**config.mk**
```make
export PLATFORM = sky130hd
export DESIGN_NAME = fxu_rs
export DESIGN_NICKNAME = d
export VERILOG_FILES = /design/src/rtl/fxu_pkg.sv /design/src/rtl/fxu_rs_entry.sv /design/src/rtl/fxu_rs.sv
export SDC_FILE = /design/constraint.sdc
export NUM_CORES = 1
export LEC_CHECK = 0
export CAP_MARGIN = 20
export CORE_ASPECT_RATIO = 2
export CORE_MARGIN = 1.5
export CORE_UTILIZATION = 59
export CTS_CLUSTER_DIAMETER = 120
export DETAILED_ROUTE_END_ITERATION = 10
export PLACE_DENSITY = 0.81
export SYNTH_ARGS = -nofsm -noshare
export SYNTH_HDL_FRONTEND = slang
export SYNTH_HIERARCHICAL = 1
export SYNTH_SLANG_ARGS = --single-unit
```
**constraint.sdc**
```tcl
create_clock -name clk -period 2.58 [get_ports clk]
set_input_delay 0.258 -clock clk [delete_from_list [all_inputs] [get_ports clk]]
set_output_delay 0.258 -clock clk [all_outputs]
set_load 0.1 [all_outputs]
```
**src/rtl/fxu_pkg.sv**
```systemverilog
// Shared definitions for the fixed-point unit reservation station.
package fxu_pkg;

  localparam int FXU_TAG_W  = 4;
  localparam int FXU_DATA_W = 16;
  localparam int OP_W       = 4;
  localparam int IMM_W      = 8;

  localparam logic [OP_W-1:0] OP_ADD  = 4'h0;
  localparam logic [OP_W-1:0] OP_SUB  = 4'h1;
  localparam logic [OP_W-1:0] OP_MOV  = 4'h4;
  localparam logic [OP_W-1:0] OP_MOVL = 4'h5;
  localparam logic [OP_W-1:0] OP_MOVH = 4'h6;

  typedef struct packed {
    logic                  rdy;
    logic [FXU_TAG_W-1:0]  tag;
    logic [FXU_DATA_W-1:0] val;
  } rs_src_t;

  typedef struct packed {
    logic                 valid;
    logic [OP_W-1:0]      opcode;
    logic [FXU_TAG_W-1:0] rob;
    logic [IMM_W-1:0]     imm;
    rs_src_t              a;
    rs_src_t              b;
  } rs_entry_t;

endpackage

```
**src/rtl/fxu_rs_entry.sv**
```systemverilog
// One reservation-station slot: dispatch write, CDB wakeup, ready flag.
module rs_entry
  import fxu_pkg::*;
#(
  parameter int TAG_W  = FXU_TAG_W,
  parameter int DATA_W = FXU_DATA_W
) (
  input  logic              clk,
  input  logic              rst_n,
  input  logic              flush_i,
  input  logic              wr_i,
  input  logic              clr_i,
  input  logic [OP_W-1:0]   opcode_i,
  input  logic [TAG_W-1:0]  rob_i,
  input  logic [IMM_W-1:0]  imm_i,
  input  logic              a_rdy_i,
  input  logic [TAG_W-1:0]  a_tag_i,
  input  logic [DATA_W-1:0] a_val_i,
  input  logic              b_rdy_i,
  input  logic [TAG_W-1:0]  b_tag_i,
  input  logic [DATA_W-1:0] b_val_i,
  input  logic              cdb_valid_i,
  input  logic [TAG_W-1:0]  cdb_tag_i,
  input  logic [DATA_W-1:0] cdb_value_i,
  output logic              valid_o,
  output logic              ready_o,
  output logic [OP_W-1:0]   opcode_o,
  output logic [TAG_W-1:0]  rob_o,
  output logic [IMM_W-1:0]  imm_o,
  output logic [DATA_W-1:0] va_o,
  output logic [DATA_W-1:0] vb_o
);

  logic              vld_q;
  logic [OP_W-1:0]   op_q;
  logic [TAG_W-1:0]  rob_q;
  logic [IMM_W-1:0]  imm_q;
  logic              a_rdy_q, b_rdy_q;
  logic [TAG_W-1:0]  a_tag_q, b_tag_q;
  logic [DATA_W-1:0] a_val_q, b_val_q;

  logic a_hit, b_hit, a_dhit, b_dhit;

  assign a_hit  = cdb_valid_i && vld_q && !a_rdy_q &&
                  (a_tag_q == cdb_tag_i);
  assign b_hit  = cdb_valid_i && vld_q && !b_rdy_q &&
                  (b_tag_q == cdb_tag_i);
  // same-cycle broadcast of a source still in flight at dispatch
  assign a_dhit = cdb_valid_i && !a_rdy_i &&
                  (a_tag_i == cdb_tag_i);
  assign b_dhit = cdb_valid_i && !b_rdy_i &&
                  (b_tag_i == cdb_tag_i);

  always_ff @(posedge clk or negedge rst_n) begin
    if (!rst_n) begin
      vld_q   <= 1'b0;
      op_q    <= '0;
      rob_q   <= '0;
      imm_q   <= '0;
      a_rdy_q <= 1'b0;
      a_tag_q <= '0;
      a_val_q <= '0;
      b_rdy_q <= 1'b0;
      b_tag_q <= '0;
      b_val_q <= '0;
    end else if (flush_i) begin
      vld_q <= 1'b0;
    end else if (wr_i) begin
      vld_q   <= 1'b1;
      op_q    <= opcode_i;
      rob_q   <= rob_i;
      imm_q   <= imm_i;
      a_rdy_q <= a_rdy_i | a_dhit;
      a_tag_q <= a_tag_i;
      a_val_q <= a_rdy_i ? a_val_i : cdb_value_i;
      b_rdy_q <= b_rdy_i | b_dhit;
      b_tag_q <= b_tag_i;
      b_val_q <= b_rdy_i ? b_val_i : cdb_value_i;
    end else begin
      if (clr_i) vld_q <= 1'b0;
      if (a_hit) begin
        a_rdy_q <= 1'b1;
        a_val_q <= cdb_value_i;
      end
      if (b_hit) begin
        b_rdy_q <= 1'b1;
        b_val_q <= cdb_value_i;
      end
    end
  end

  assign valid_o  = vld_q;
  assign ready_o  = vld_q & a_rdy_q & b_rdy_q;
  assign opcode_o = op_q;
  assign rob_o    = rob_q;
  assign imm_o    = imm_q;
  assign va_o     = a_val_q;
  assign vb_o     = b_val_q;

endmodule

```
**src/rtl/fxu_rs.sv**
```systemverilog
// FXU reservation station: DEPTH slots, lowest-free dispatch,
// lowest-ready select, issue at most every other cycle.
module fxu_rs
  import fxu_pkg::*;
#(
  parameter int DEPTH  = 4,
  parameter int TAG_W  = FXU_TAG_W,
  parameter int DATA_W = FXU_DATA_W
) (
  input  logic              clk,
  input  logic              rst_n,
  input  logic              flush,
  input  logic              disp_valid,
  output logic              disp_ready,
  input  logic [OP_W-1:0]   disp_opcode,
  input  logic [TAG_W-1:0]  disp_rob,
  input  logic              disp_a_rdy,
  input  logic              disp_b_rdy,
  input  logic [TAG_W-1:0]  disp_a_tag,
  input  logic [TAG_W-1:0]  disp_b_tag,
  input  logic [DATA_W-1:0] disp_a_val,
  input  logic [DATA_W-1:0] disp_b_val,
  input  logic [IMM_W-1:0]  disp_imm,
  input  logic              cdb_valid,
  input  logic [TAG_W-1:0]  cdb_tag,
  input  logic [DATA_W-1:0] cdb_value,
  output logic              iss_valid,
  output logic [OP_W-1:0]   iss_opcode,
  output logic [TAG_W-1:0]  iss_rob,
  output logic [DATA_W-1:0] iss_va,
  output logic [DATA_W-1:0] iss_vb,
  output logic [IMM_W-1:0]  iss_imm
);

  localparam int IDX_W = $clog2(DEPTH);

  logic [DEPTH-1:0]  vld, rdy, wr, clr;
  logic [OP_W-1:0]   e_op  [DEPTH];
  logic [TAG_W-1:0]  e_rob [DEPTH];
  logic [IMM_W-1:0]  e_imm [DEPTH];
  logic [DATA_W-1:0] e_va  [DEPTH];
  logic [DATA_W-1:0] e_vb  [DEPTH];

  logic             free_found, sel_found;
  logic [IDX_W-1:0] free_idx, sel_idx;
  logic             disp_fire, sel_ok;

  logic              iss_valid_q;
  logic [OP_W-1:0]   iss_op_q;
  logic [TAG_W-1:0]  iss_rob_q;
  logic [DATA_W-1:0] iss_va_q, iss_vb_q;
  logic [IMM_W-1:0]  iss_imm_q;

  always_comb begin
    free_found = 1'b0;
    free_idx   = '0;
    sel_found  = 1'b0;
    sel_idx    = '0;
    for (int i = 0; i < DEPTH; i++) begin
      if (!vld[i] && !free_found) begin
        free_found = 1'b1;
        free_idx   = IDX_W'(i);
      end
      if (rdy[i] && !sel_found) begin
        sel_found = 1'b1;
        sel_idx   = IDX_W'(i);
      end
    end
  end

  assign disp_ready = free_found;
  assign disp_fire  = disp_valid && free_found && !flush;
  // iss_valid_q doubles as the spacing flag: FXU reads data a cycle late
  assign sel_ok     = sel_found && !iss_valid_q && !flush;

  always_comb begin
    wr  = '0;
    clr = '0;
    for (int i = 0; i < DEPTH; i++) begin
      wr[i]  = disp_fire && (free_idx == IDX_W'(i));
      clr[i] = sel_ok && (sel_idx == IDX_W'(i));
    end
  end

  for (genvar g = 0; g < DEPTH; g++) begin : g_ent
    rs_entry #(
      .TAG_W  (TAG_W),
      .DATA_W (DATA_W)
    ) u_ent (
      .clk         (clk),
      .rst_n       (rst_n),
      .flush_i     (flush),
      .wr_i        (wr[g]),
      .clr_i       (clr[g]),
      .opcode_i    (disp_opcode),
      .rob_i       (disp_rob),
      .imm_i       (disp_imm),
      .a_rdy_i     (disp_a_rdy),
      .a_tag_i     (disp_a_tag),
      .a_val_i     (disp_a_val),
      .b_rdy_i     (disp_b_rdy),
      .b_tag_i     (disp_b_tag),
      .b_val_i     (disp_b_val),
      .cdb_valid_i (cdb_valid),
      .cdb_tag_i   (cdb_tag),
      .cdb_value_i (cdb_value),
      .valid_o     (vld[g]),
      .ready_o     (rdy[g]),
      .opcode_o    (e_op[g]),
      .rob_o       (e_rob[g]),
      .imm_o       (e_imm[g]),
      .va_o        (e_va[g]),
      .vb_o        (e_vb[g])
    );
  end

  always_ff @(posedge clk or negedge rst_n) begin
    if (!rst_n) begin
      iss_valid_q <= 1'b0;
      iss_op_q    <= '0;
      iss_rob_q   <= '0;
      iss_va_q    <= '0;
      iss_vb_q    <= '0;
      iss_imm_q   <= '0;
    end else begin
      iss_valid_q <= sel_ok;
      if (sel_ok) begin
        iss_op_q  <= e_op[sel_idx];
        iss_rob_q <= e_rob[sel_idx];
        iss_va_q  <= e_va[sel_idx];
        iss_vb_q  <= e_vb[sel_idx];
        iss_imm_q <= e_imm[sel_idx];
      end
    end
  end

  assign iss_valid  = iss_valid_q;
  assign iss_opcode = iss_op_q;
  assign iss_rob    = iss_rob_q;
  assign iss_va     = iss_va_q;
  assign iss_vb     = iss_vb_q;
  assign iss_imm    = iss_imm_q;

endmodule

```
==> results by group, run 1 <==
Logic synthesis
  • Post-synth ARST share: 1.00
  • Synth top area cells: dfrtp_1 (45%), mux2_2 (20%), mux2_4 (7.6%), a21oi_1 (3.2%), xor2_1 (3.1%)
  • Count of different cell masters after synthesis: 32
  • Syn Inst Count: 1,328
  • Multiplexer share of the synthesized area: 0.275
  • Area share of the largest cell type after synthesis: 0.450
  • Syn Area/Cell: 11.9 µm²
  • Register area share after synthesis: 0.450
  • Post-synthesis adder-cell area fraction: 0
  • Xor and xnor area share after synthesis: 0.0354
  • Mapped cell area: 0.0158 mm²
  • Number of synthesized flops with an enable pin: 0
  • Ys flop type: dfrtp_1
  • Post-synthesis compound-gate area fraction: 0.101
  • Mapped Nets: 1,411
  • Largest area contributor in the netlist: dfrtp_1
  • Synth Area in Simple Gates: 0.0906
  • Flip-flop and latch count after synthesis: 285
  • Ys Warns: 6
  • Largest family of logic cells by synthesized area: multiplexers

Clock network
  • CTS H-tree depth: 1
  • Setup Fix Bufs, Post-CTS: 0
  • Later-pin clock latency in the skew report: 0.55 ns
  • Clock root buffer: clkbuf_16
  • Sink Count: 285
  • Num CTS Buffers: 26
  • CTS tree: done
  • Clock buffer depth: 3
  • Clock slew seen by the registers of the worst setup and hold paths: 0.07 ns

Layout
  • Final #Nets: 1,527
  • Final core area utilization: 0.703
  • Share of cells above drive strength 1: 0.352
  • Layout area overhead: 17.2%
  • Multi-input gate area: 0.00798 mm²
  • Filler cell count: 1,848
  • Register Area: 0.00713 mm²
  • Non-Filler Instances: 1,808
  • Ant diodes: 0

Place
  • DP HPWL: 26,400 µm
  • PortBufs: 132
  • Inst Count DP: 1,759
  • RePlAce Congestion: 0.863

Drt
  • Pre-antenna DRT Iters: 5
  • Final WL: 42,000 µm
  • Final ANT Viol Nets: 0
  • Vias: 11,400
  • Residual DRC count: 0
  • Vias per std cell: 6.31
  • DR iter-0 viols: 598
  • DR WL/cell: 23.2 µm

STA
  • Slew @ Worst Pin: 1.01 ns
  • F_max: 440 MHz
  • Hold WS: 0.239 ns
  • Worst Skew: 0.0186 ns
  • Hold Fails Final Rpt: 0
  • Fin crit period: 2.27 ns
  • Final period util: 0.881
  • Setup TNS: 0 ns
  • Unrepaired setup endpoints after global routing: false
  • Final Setup Violations: 0
  • Max-slew violations: 0
  • Worst slew margin: 0.327

Worst setup path
  • Worst EP arrival: 2.67 ns
  • Worst EP required: 2.98 ns
  • Worst-path maximum fanout: 48
  • Setup Crit Path Kind: flip-flop to flip-flop
  • CP startpoint kind: flip-flop
  • Crit path capture type: flip-flop

Floorplanning
  • Chip height: 235 µm
  • Num rows: 84
  • Die X: 119 µm
  • Core area: 0.0264 mm²
  • Initial Util: 0.600
  • Ports: 133
  • Die Area: 0.0279 mm²

Global routing
  • M3 GR Usage: 0.0362
  • Met1 Resource Use GR: 0.352
  • GRT met2 Usage: 0.544
  • Vias in the first global route: 12,300
  • Total grt overflow: 0
  • Gr usage total: 0.304
  • GRT busiest layer: met2
  • Initial antenna violation count: 0
  • First-pass GRT wire length: 66,900 µm
  • Largest net degree at the start of global routing: 148

Status
  • Status: finished, final reports clean

Flow run
  • Max-cap violations: 0

Power and ir drop
  • Power Dens Cells: 861 mW/mm²
  • Static Leak: 8.54 nW
  • Final Power: 16.0 mW
  • Maximum VDD drop: 0.000794 V

Worst hold path
  • Min-delay worst type: primary input to async pin
==> power breakdown <==
group          switching (mW)  internal, mW
clock network            1.73          2.41
logic                    4.05          1.76
registers               0.650          5.38
==> cell usage after synthesis, drive strengths merged, types with 29 or more instances <==
| library cell | number |
|---|---|
| a21oi | 100 |
| a22o | 48 |
| a31oi | 48 |
| and3b | 48 |
| buf | 29 |
| clkbuf | 68 |
| dfrtp | 285 |
| inv | 52 |
| mux2 | 360 |
| nand3b | 52 |
| nor2b | 48 |
| o21ai | 48 |
| xor2 | 56 |
==> flip-flops by register name, summed over array words and instances (netlist names) <==
register / count
g_ent.u_ent/valid_o: 4
iss_va: 16
iss_vb: 16
g_ent.u_ent/a_rdy_q: 4
g_ent.u_ent/b_rdy_q: 4
g_ent.u_ent/imm_o: 32
iss_imm: 8
g_ent.u_ent/vb_o: 64
g_ent.u_ent/va_o: 64
iss_opcode: 4
g_ent.u_ent/a_tag_q: 16
g_ent.u_ent/rob_o: 16
g_ent.u_ent/b_tag_q: 16
iss_rob: 4
iss_valid: 1
g_ent.u_ent/opcode_o: 16
==> logic make-up (layout without fill, tap and decap cells) <==
| kind of cell | after synthesis | in the layout |
|---|---|---|
| flops | 285 | 285 |
| xor+xnor | 64 | 64 |
| buf+inv | 149 | 285 |
| compound gates | 260 | 260 |
| mux | 360 | 360 |
| simple gates | 210 | 210 |
==> routing by layer <==
metal  wire (µm)  vias to the layer above
met5           0                        -
li1            -                     5016
met3        2020                      141
met2       22400                      418
met4        2120                        0
met1       15400                     5827
==> metrics by stage <==
stage | worst slack, ns | instance area (µm²)
2_1_floorplan | 0.526 | 15800
3_3_place_gp | 0.134 | 17600
3_5_place_dp | 0.124 | 17600
4_1_cts | 0.325 | 18600
5_1_grt | 0.230 | 18600
6_report | 0.306 | 18600
==> worst max-delay path, stage by stage (launching register included) <==
cell and delay (ns):
dfrtp_1 0.47, and3_2 0.26, or4_2 0.66, buf_4 0.38, a21oi_1 0.28, a31oi_1 0.08
==> path summary, 6_finish.rpt <==
path / startpoint / endpoint / slack, ns / cells past startpoint
setup / recovery: g_ent[1].u_ent/valid_o$_DFFE_PN0P_ / iss_vb[6]$_DFFE_PN0P_ / 0.31 / 5
hold / removal: rst_n / iss_va[7]$_DFFE_PN0P_ / 0.24 / 2
setup reg to reg: g_ent[1].u_ent/valid_o$_DFFE_PN0P_ / iss_vb[6]$_DFFE_PN0P_ / 0.31 / 5
hold reg to reg: g_ent[3].u_ent/imm_o[7]$_DFFE_PN0P_ / g_ent[3].u_ent/imm_o[7]$_DFFE_PN0P_ / 0.50 / 1
max in group asynchronous: rst_n / iss_va[13]$_DFFE_PN0P_ / 1.45 / 3
min in group clk: disp_imm[1] / g_ent[2].u_ent/imm_o[1]$_DFFE_PN0P_ / 0.41 / 2
==> layout by cell type (no fill, tap or decap), types with 9 or more instances in the layout <==
| cell type | synthesis | final |
|---|---|---|
| dfrtp_1 | 285 | 285 |
| mux2_2 | 280 | 280 |
| a21oi_1 | 100 | 100 |
| clkdlybuf4s50_1 | 0 | 81 |
| mux2_4 | 80 | 80 |
| buf_4 | 0 | 77 |
| xor2_1 | 56 | 56 |
| inv_1 | 52 | 52 |
| nand3b_1 | 52 | 52 |
| nor2b_1 | 48 | 48 |
| and3b_1 | 48 | 48 |
| o21ai_0 | 48 | 48 |
| a22o_1 | 48 | 48 |
| a31oi_1 | 48 | 48 |
| clkbuf_16 | 0 | 26 |
| buf_12 | 4 | 25 |
| nor3_1 | 11 | 11 |
| nor2_1 | 12 | 10 |
| nand2_1 | 9 | 9 |
==> what timing repair did <==
action | in CTS | in global routing
hold buffers | 1 | 0
endpoints found under the hold margin | 67 | 0
setup endpoints to repair | 0 | 0
resized for setup | 0 | 0
==> layout make-up <==
| type | count | area share |
|---|---|---|
| inverters | 52 | 0.0105 |
| repair buffers | 185 | 0.103 |
| multi-input cells | 894 | 0.430 |
| well taps | 344 | 0.0232 |
| clock inverters | 10 | 0.00883 |
| flip-flops and latches | 285 | 0.384 |
| clock buffers | 38 | 0.0402 |
Power figures use the tool's default switching activity.
==> run 2: changes to the inputs <==
- SLEW_MARGIN: not set -> 30
==> results by group, run 2 (synthesis results as in run 1) <==
Drt
  • Final ANT Viol Nets: 0 (unchanged)
  • Vias: 11,400 (-0.088%)
  • Vias per std cell: 6.30 (about the same)
  • DR WL/cell: 23.2 µm (about the same)
  • Pre-antenna DRT Iters: 5 (unchanged)
  • DR iter-0 viols: 593 (-0.84%)
  • Final WL: 42,000 µm (about the same)
  • Residual DRC count: 0 (unchanged)

Status
  • Status: finished, final reports clean

STA
  • Unrepaired setup endpoints after global routing: false
  • Worst Skew: 0.0183 ns (-0.000294 ns)
  • F_max: 440 MHz (about the same)
  • Final period util: 0.881 (about the same)
  • Hold Fails Final Rpt: 0 (unchanged)
  • Fin crit period: 2.27 ns (-0.0000660 ns)
  • Max-slew violations: 0 (unchanged)
  • Final Setup Violations: 0 (unchanged)
  • Setup TNS: 0 ns (unchanged)
  • Slew @ Worst Pin: 0.766 ns (-0.243 ns)
  • Worst slew margin: 0.489 (+0.162)

Clock network
  • Sink Count: 285 (unchanged)
  • Cts repair resizes: 0 (unchanged)
  • CTS tree: done
  • Num CTS Buffers: 26 (unchanged)
  • CTS H-tree depth: 1 (unchanged)
  • Clock slew seen by the registers of the worst setup and hold paths: 0.07 ns (about the same)
  • Clock buffer depth: 3 (unchanged)
  • Clock root buffer: clkbuf_16
  • Later-pin clock latency in the skew report: 0.55 ns (about the same)

Layout
  • Most frequent cells in the layout: dfrtp_1 (285), mux2_2 (280), a21oi_1 (100)
  • Layout area overhead: 17.2% (about the same)
  • Non-Filler Instances: 1,808 (unchanged)
  • Filler cell count: 1,845 (-0.16%)
  • Commonest non-fill, non-tap cell in the layout: dfrtp_1
  • Share of cells above drive strength 1: 0.352 (unchanged)
  • Final #Nets: 1,527 (unchanged)
  • Fin area: 0.0186 mm² (about the same)
  • Ant diodes: 0 (unchanged)

Worst setup path
  • R2R depth: 5 (unchanged)
  • Crit path capture type: flip-flop
  • Worst EP arrival: 2.67 ns (about the same)
  • Reg2reg setup slack: 0.31 ns (about the same)
  • Worst-path maximum fanout: 48 (unchanged)
  • CP startpoint kind: flip-flop
  • Worst Setup EP: iss_vb[6]$_DFFE_PN0P_
  • CP startpoint: g_ent[1].u_ent/valid_o$_DFFE_PN0P_
  • Launching point of the worst reg2reg path: g_ent[1].u_ent/valid_o$_DFFE_PN0P_
  • Setup Crit Path Kind: flip-flop to flip-flop
  • Worst EP required: 2.98 ns (about the same)
  • Reg2reg end: iss_vb[6]$_DFFE_PN0P_

Place
  • Placed Area: 0.0176 mm² (unchanged)
  • PortBufs: 132 (unchanged)
  • RePlAce Congestion: 0.863 (unchanged)
  • Inst Count DP: 1,759 (unchanged)
  • DP HPWL: 26,400 µm (unchanged)

Global routing
  • Gr usage total: 0.304 (unchanged)
  • Initial antenna violation count: 0 (unchanged)
  • First-pass GRT wire length: 66,900 µm (unchanged)
  • Total grt overflow: 0 (unchanged)
  • Largest net degree at the start of global routing: 148 (unchanged)
  • Vias in the first global route: 12,300 (unchanged)

Floorplanning
  • Die Area: 0.0279 mm² (unchanged)
  • Chip height: 235 µm (unchanged)
  • Core area: 0.0264 mm² (unchanged)
  • Die X: 119 µm (unchanged)
  • Ports: 133 (unchanged)
  • Initial Util: 0.600 (unchanged)
  • Num rows: 84 (unchanged)

Power and ir drop
  • Static Leak: 8.54 nW (about the same)
  • Maximum VDD drop: 0.000796 V (+0.15%)
  • Power Dens Cells: 861 mW/mm² (about the same)

Flow run
  • Max-cap violations: 0 (unchanged)

Worst hold path
  • Min-delay worst type: primary input to async pin
==> run 2: cell counts in the layout (fill, tap and decap cells not counted) <==
Identical to the previous run, type by type.
==> run 2: through the flow <==
step | total power [mW] | utilization | worst slack (ns) | hold WS (ns)
3_3_place_gp | 11.7 | 0.669 | 0.134 | 0.261
5_1_grt | 16.6 | 0.704 | 0.230 | 0.310
2_1_floorplan | 10.3 | - | 0.526 | -0.0376
4_1_cts | 16.1 | 0.703 | 0.325 | 0.278
3_5_place_dp | 11.9 | 0.669 | 0.124 | 0.254
6_report | 16.0 | 0.704 | 0.306 | 0.242
==> run 2: per-layer routing <==
metal	routed length, µm	GRT usage
met4	2050	0.162
met2	22400	0.544
met5	0	0
met3	1820	0.0362
met1	15700	0.352
==> run 2: critical path: stages (launching register included) <==
cell	delay, ns
dfrtp_1	0.47
and3_2	0.26
or4_2	0.66
buf_4	0.37
a21oi_1	0.28
a31oi_1	0.08
==> run 2: repair_timing <==
item,4_1_cts,5_1_grt
hold endpoints to repair,67,0
hold buffers,1,0
buffers inserted,0,0
==> run 2: worst min path at each step <==
stage,to,cells past startpoint
2_1_floorplan,g_ent[0].u_ent/a_rdy_q$_DFFE_PN0P_,0
3_5_place_dp,iss_va[7]$_DFFE_PN0P_,1
4_1_cts,iss_va[7]$_DFFE_PN0P_,2
6_report,iss_va[7]$_DFFE_PN0P_,2
3_3_place_gp,iss_va[7]$_DFFE_PN0P_,1
5_1_grt,iss_va[7]$_DFFE_PN0P_,2
==> run 2: layout make-up <==
type / count / area (µm²) / area share
Clock buffer: 38 / 746 / 0.0402
Clock inverter: 10 / 164 / 0.00883
Inverter: 52 / 195 / 0.0105
Multi-Input combinational cell: 894 / 7980 / 0.430
Sequential cell: 285 / 7130 / 0.384
Tap cell: 344 / 430 / 0.0232
Timing Repair Buffer: 185 / 1920 / 0.103
==> run 2: power breakdown <==
| group | internal, mW | leakage, nW | switching [mW] |
|---|---|---|---|
| Sequential | 5.38 | 3.58 | 0.645 |
| Clock | 2.41 | 0.444 | 1.72 |
| Combinational | 1.76 | 4.51 | 4.05 |
| Total | 9.56 | 8.54 | 6.42 |
==> run 3: changes to the inputs <==
- SETUP_SLACK_MARGIN: not set -> 0.02
==> results of run 3 <==
Final layout, timing and power as in run 2 (identical DEF).
